`config.mk`:
```
export PLATFORM = sky130hd
export DESIGN_NAME = regfile_wr_arb
export DESIGN_NICKNAME = d
export VERILOG_FILES = /design/src/rtl/regfile_wr_arb.sv
export SDC_FILE = /design/constraint.sdc
export NUM_CORES = 1
export LEC_CHECK = 0
export CORE_MARGIN = 10
export CORE_UTILIZATION = 52
export CTS_CLUSTER_SIZE = 28
export DETAILED_ROUTE_END_ITERATION = 7
export MAX_ROUTING_LAYER = met4
export PLACE_DENSITY_LB_ADDON = 0.08
export SYNTH_ARGS = -nofsm -noshare
export SYNTH_HDL_FRONTEND = slang
export SYNTH_SLANG_ARGS = --single-unit
```
`constraint.sdc`:
```
create_clock -name clk -period 6.1 [get_ports clk]
set_input_delay 1.525 -clock clk [delete_from_list [all_inputs] [get_ports clk]]
set_output_delay 1.525 -clock clk [all_outputs]
set_load 0.01 [all_outputs]
```
`src/rtl/regfile_wr_arb.sv`:
```
// regfile_wr_arb: round-robin write-port arbiter and sequencer for a register file.
// Each cycle it grants up to WRITE of REQ requesters whose target addresses are
// distinct, registers the grants onto the register-file write ports, and reports
// which addresses have a write sitting in the output stage.
//
// Ports:
//   clk        single clock, all state on posedge
//   reset      synchronous active-high reset
//   req_valid  [REQ]        requester i has a write pending
//   req_addr   [REQ][ADDR]  target register of requester i
//   req_data   [REQ][DATA]  write data of requester i
//   req_ready  [REQ]        combinational grant (transfer on valid && ready at posedge)
//   waddr      [WRITE][ADDR] registered write address per port
//   we_        [WRITE]       registered write enable per port, active-low
//   wdata      [WRITE][DATA] registered write data per port
//   pend       [DEPTH]       address a has a write in the output stage
module regfile_wr_arb #(
    parameter int unsigned DATA     = 32,
    parameter int unsigned ADDR     = 4,
    parameter int unsigned REQ      = 4,
    parameter int unsigned WRITE    = 1,
    parameter int unsigned ZERO_REG = 0
) (
    input  logic                        clk,
    input  logic                        reset,
    input  logic [REQ-1:0]              req_valid,
    input  logic [REQ-1:0][ADDR-1:0]    req_addr,
    input  logic [REQ-1:0][DATA-1:0]    req_data,
    output logic [REQ-1:0]              req_ready,
    output logic [WRITE-1:0][ADDR-1:0]  waddr,
    output logic [WRITE-1:0]            we_,
    output logic [WRITE-1:0][DATA-1:0]  wdata,
    output logic [(2**ADDR)-1:0]        pend
);

    localparam int unsigned DEPTH = 2 ** ADDR;
    localparam int unsigned PTR_W = (REQ > 1) ? $clog2(REQ) : 1;
    localparam int unsigned SUM_W = PTR_W + 1;

    // State
    logic [PTR_W-1:0]             ptr_q,   ptr_d;
    logic [WRITE-1:0]             we_q,    we_d;
    logic [WRITE-1:0][ADDR-1:0]   waddr_q, waddr_d;
    logic [WRITE-1:0][DATA-1:0]   wdata_q, wdata_d;
    logic [DEPTH-1:0]             pend_q,  pend_d;

    // Grant scan results
    logic [REQ-1:0]               ready_c;
    logic [WRITE-1:0]             slot_used;
    logic [WRITE-1:0][ADDR-1:0]   slot_addr;
    logic [WRITE-1:0][DATA-1:0]   slot_data;

    // Scan temporaries
    logic [SUM_W-1:0]             sum;
    logic [PTR_W-1:0]             idx;
    logic                         hit;
    logic                         placed;

    // Round-robin scan from ptr; slots fill in port order, one per distinct address.
    always_comb begin
        ready_c   = '0;
        slot_used = '0;
        slot_addr = '0;
        slot_data = '0;
        ptr_d     = ptr_q;
        sum       = '0;
        idx       = '0;
        hit       = 1'b0;
        placed    = 1'b0;
        for (int j = 0; j < REQ; j++) begin
            sum = {1'b0, ptr_q} + SUM_W'(j);
            if (sum >= SUM_W'(REQ)) begin
                sum = sum - SUM_W'(REQ);
            end
            idx    = PTR_W'(sum);
            hit    = 1'b0;
            placed = 1'b0;
            if (req_valid[idx] && !reset) begin
                if ((ZERO_REG != 0) && (req_addr[idx] == '0)) begin
                    // Writes to the hardwired-zero register are absorbed without a port.
                    ready_c[idx] = 1'b1;
                end else begin
                    for (int k = 0; k < WRITE; k++) begin
                        if (slot_used[k] && (slot_addr[k] == req_addr[idx])) begin
                            hit = 1'b1;
                        end
                    end
                    if (!hit && !(&slot_used)) begin
                        for (int k = 0; k < WRITE; k++) begin
                            if (!slot_used[k] && !placed) begin
                                slot_used[k] = 1'b1;
                                slot_addr[k] = req_addr[idx];
                                slot_data[k] = req_data[idx];
                                placed       = 1'b1;
                            end
                        end
                        ready_c[idx] = 1'b1;
                        // Last slot-granted requester decides where the next scan starts.
                        ptr_d = (32'(idx) == (REQ - 1)) ? '0 : idx + PTR_W'(1);
                    end
                end
            end
        end
    end

    // Output stage next value; idle ports keep their address/data and deassert we_.
    always_comb begin
        we_d    = '1;
        waddr_d = waddr_q;
        wdata_d = wdata_q;
        pend_d  = '0;
        for (int k = 0; k < WRITE; k++) begin
            if (slot_used[k]) begin
                we_d[k]    = 1'b0;
                waddr_d[k] = slot_addr[k];
                wdata_d[k] = slot_data[k];
            end
        end
        for (int k = 0; k < WRITE; k++) begin
            if (!we_d[k]) begin
                pend_d[waddr_d[k]] = 1'b1;
            end
        end
    end

    // State registers; reset drops any in-flight write.
    always_ff @(posedge clk) begin
        if (reset) begin
            ptr_q   <= '0;
            we_q    <= '1;
            waddr_q <= '0;
            wdata_q <= '0;
            pend_q  <= '0;
        end else begin
            ptr_q   <= ptr_d;
            we_q    <= we_d;
            waddr_q <= waddr_d;
            wdata_q <= wdata_d;
            pend_q  <= pend_d;
        end
    end

    assign req_ready = ready_c;
    assign waddr     = waddr_q;
    assign we_       = we_q;
    assign wdata     = wdata_q;
    assign pend      = pend_q;

endmodule

```
==> flow_summary.toml <==
[worst_setup_path]
arrival_ns = 4.30
r2r_end = "pend[13]$_SDFF_PP0_"
crit_fanout = 17
slowest_delay_ns = 0.64
cp-start-kind = "input pin"
reg2reg_from = "ptr_q[1]$_SDFF_PP0_"
critPathSlowestCell = "clkdlybuf4s50_1"
critPathKind = "input pin to output pin"
required_ns = 4.58
crit_path_cell_trace = "clkdlybuf4s50_1 > mux4_2 > clkinv_1 > nor2_2 > a222oi_1 > nand2_1 > clkdlybuf4s50_1"
path_common_cell = "clkdlybuf4s50_1"
reg2reg_slack_ns = 1.75
r2r_cells = 9
crit_path_end_kind = "output pin"

[sta]
period_share = 0.9551
final-setup-viol-count = 0
relSlewSlack = 0.3388
worst_clock_skew_ns = 0.006140
fin_tns_setup_ns = 0
rsz0062_at_grt = "no"
setup_ws_ns = 0.2741
worst_pin_slew_ns = 0.9918
hold_viol = 0
period_minus_slack_ns = 5.826
finalMaxSlewViolations = 0
max_freq_mhz = 171.6

[global_route]
grt_usage = 0.2363
grt_max_degree = 157
antenna_found_initial = 1
grt_pass1_wl_um = 33210
overflow = 0
grt_pass1_vias = 6161

[layout]
syn_to_final_growth_pct = 34.11
drive_above_1_share = 0.2819
utilization = 0.7212
layout_commonest_cell = "clkdlybuf4s50_1"
layout_common_cells = "clkdlybuf4s50_1, mux4_2, dfxtp_1"
layout.nets = 837

[hold_path]
worstHoldPathType = "flop to flop"
min_to = "wdata[10]$_SDFFE_PP0N_"
worstHoldPathCells = 2
hp-start = "wdata[10]$_SDFFE_PP0N_"

[clock_network]
cts_resized = 0
h-tree-depth = 2
cts-root-buf = "clkbuf_16"
clk_pin_slew_ns = 0.08
clk_latency_ns = 0.30
cts_buffer_depth = 2
cts_tree = "done"
holdBufCountCts = 0
cts_sinks = 55
post-cts-setup-buffer-count = 0
cts_made_buffers = 5

[synthesis]
synth_edf_count = 0
syn_inst = 516
syn_avg_cell_area_um2 = 12.67
synth_flop_cell = "dfxtp_1"
ys_warn_count = 0
yosysSeqAreaShare = 0.1684
async_flop_share = 0
syn_area_um2 = 6540
syn_nets = 673
yosysUniqueCellTypes = 63
ys_seq_elements = 55

[place]
dp_slack_ns = 0.3258
dp_hpwl_um = 15340
portBuffers = 206
place_congestion = 0.8432

[floorplan]
dieWidth_um = 132.1
io_pins = 207
start_util = 0.5378
dieArea_um2 = 17460
die_y_um = 132.1
rows = 40
core_um2 = 12160

[drt]
drcViolationCount = 0
routed_wl_um = 20850
dr.pass1.iters = 5
wl_per_cell_um = 24.53
via_per_inst = 7.105
drtAntennaViolNets = 0
via_count = 6039
drtIter0Drc = 741

[power_and_ir_drop]
power_density_nw_per_um2 = 440.8
power_w = 0.003866
leakagePower_nw = 2.808
ir_worst_vdd_mv = 0.4746

[outcome]
status = "finished clean"

[job]
cap_violations = 0
## worst max-delay path, delay by kind of cell
kind                   cells  cell delay, ns
buffers and inverters      3            1.54
AO/OA/AOI/OAI              1            0.16
multiplexers               1            0.57
AND/OR/NAND/NOR            2            0.51
## area by class of cell
type	count	area (um^2)
Antenna cell	1	2.502
Clock buffer	5	125.1
Clock inverter	3	26.28
Fill cell	845	3391
Inverter	7	27.53
Multi-Input combinational cell	392	5104
Sequential cell	55	1109
Tap cell	168	210.2
Timing Repair Buffer	219	2167
## cells by family (layout without fill, tap and decap cells)
group	after synthesis	in the layout	share of synthesized area
simple gates	89	89	0.07289
compound gates	133	133	0.1597
buf+inv	69	234	0.05548
xor+xnor	1	1	0.001339
fa+ha+maj	7	7	0.01339
flops	55	55	0.1684
mux	162	162	0.5288
other cells	0	1	0
## metal layers
metal,global-route usage,up-vias,part of all wire
met3,0.04573,35,0.085
met4,0.05130,0,0.021
met5,-,-,0
li1,-,2604,-
met2,0.3929,371,0.51
met1,0.2931,3029,0.38
## registers in the layout (all words and copies together), names as in the netlist
name and cells:
waddr 4, pend 16, wdata 32, ptr_q 2, we_ 1
## through the flow
stage	hold slack, ns	cell area (um^2)	std cells
after detailed placement	0.4672	8617	841
after CTS	0.4780	8768	849
after global placement	0.4614	8617	841
after global routing	0.4958	8771	850
after floorplan	0.4934	6540	516
final	0.4738	8771	850
## Yosys cell counts (all sizes together), types with 2 or more instances
cell / instances / share of area
dfxtp: 55 / 0.17
o22ai: 3 / 0.0029
nor3: 4 / 0.0046
a211o: 3 / 0.0040
or3: 2 / 0.0034
a32oi: 3 / 0.0040
a21oi: 32 / 0.024
mux2: 5 / 0.0092
clkinv: 2 / 0.0013
o2111a: 4 / 0.0069
and4: 4 / 0.0054
nor2: 8 / 0.0046
nand3: 12 / 0.0092
clkbuf: 24 / 0.014
o21ai: 13 / 0.0099
a222oi: 21 / 0.032
nor4: 12 / 0.012
buf: 38 / 0.037
mux2i: 12 / 0.020
mux4: 145 / 0.50
a21o: 2 / 0.0023
o41ai: 2 / 0.0038
o2111ai: 2 / 0.0027
o211a: 2 / 0.0031
nand2b: 4 / 0.0042
o41a: 2 / 0.0050
a22o: 6 / 0.0080
nand2: 35 / 0.020
inv: 5 / 0.0029
ha: 7 / 0.013
nor2b: 2 / 0.0019
a22oi: 27 / 0.031
## report_power, final
part | total (W) | switching (W) | internal, W | leakage (nW)
Combinational | 0.00296 | 0.00136 | 0.00160 | 2.28
Sequential | 0.000599 | 0.000108 | 0.000491 | 0.454
Clock | 0.000309 | 0.000152 | 0.000157 | 0.0748
Total | 0.00387 | 0.00162 | 0.00224 | 2.81
## worst max-delay path by stage
stage,startpoint,endpoint,slack [ns],cells after the start
after floorplan,req_valid[3],req_ready[1],1.45,7
after global placement,req_valid[0],req_ready[1],0.42,7
after detailed placement,req_valid[0],req_ready[1],0.33,7
after CTS,req_valid[0],req_ready[1],0.31,7
after global routing,req_valid[0],req_ready[0],0.11,7
final,req_valid[0],req_ready[0],0.27,7
Note: power is estimated with default switching activity, not from simulation.
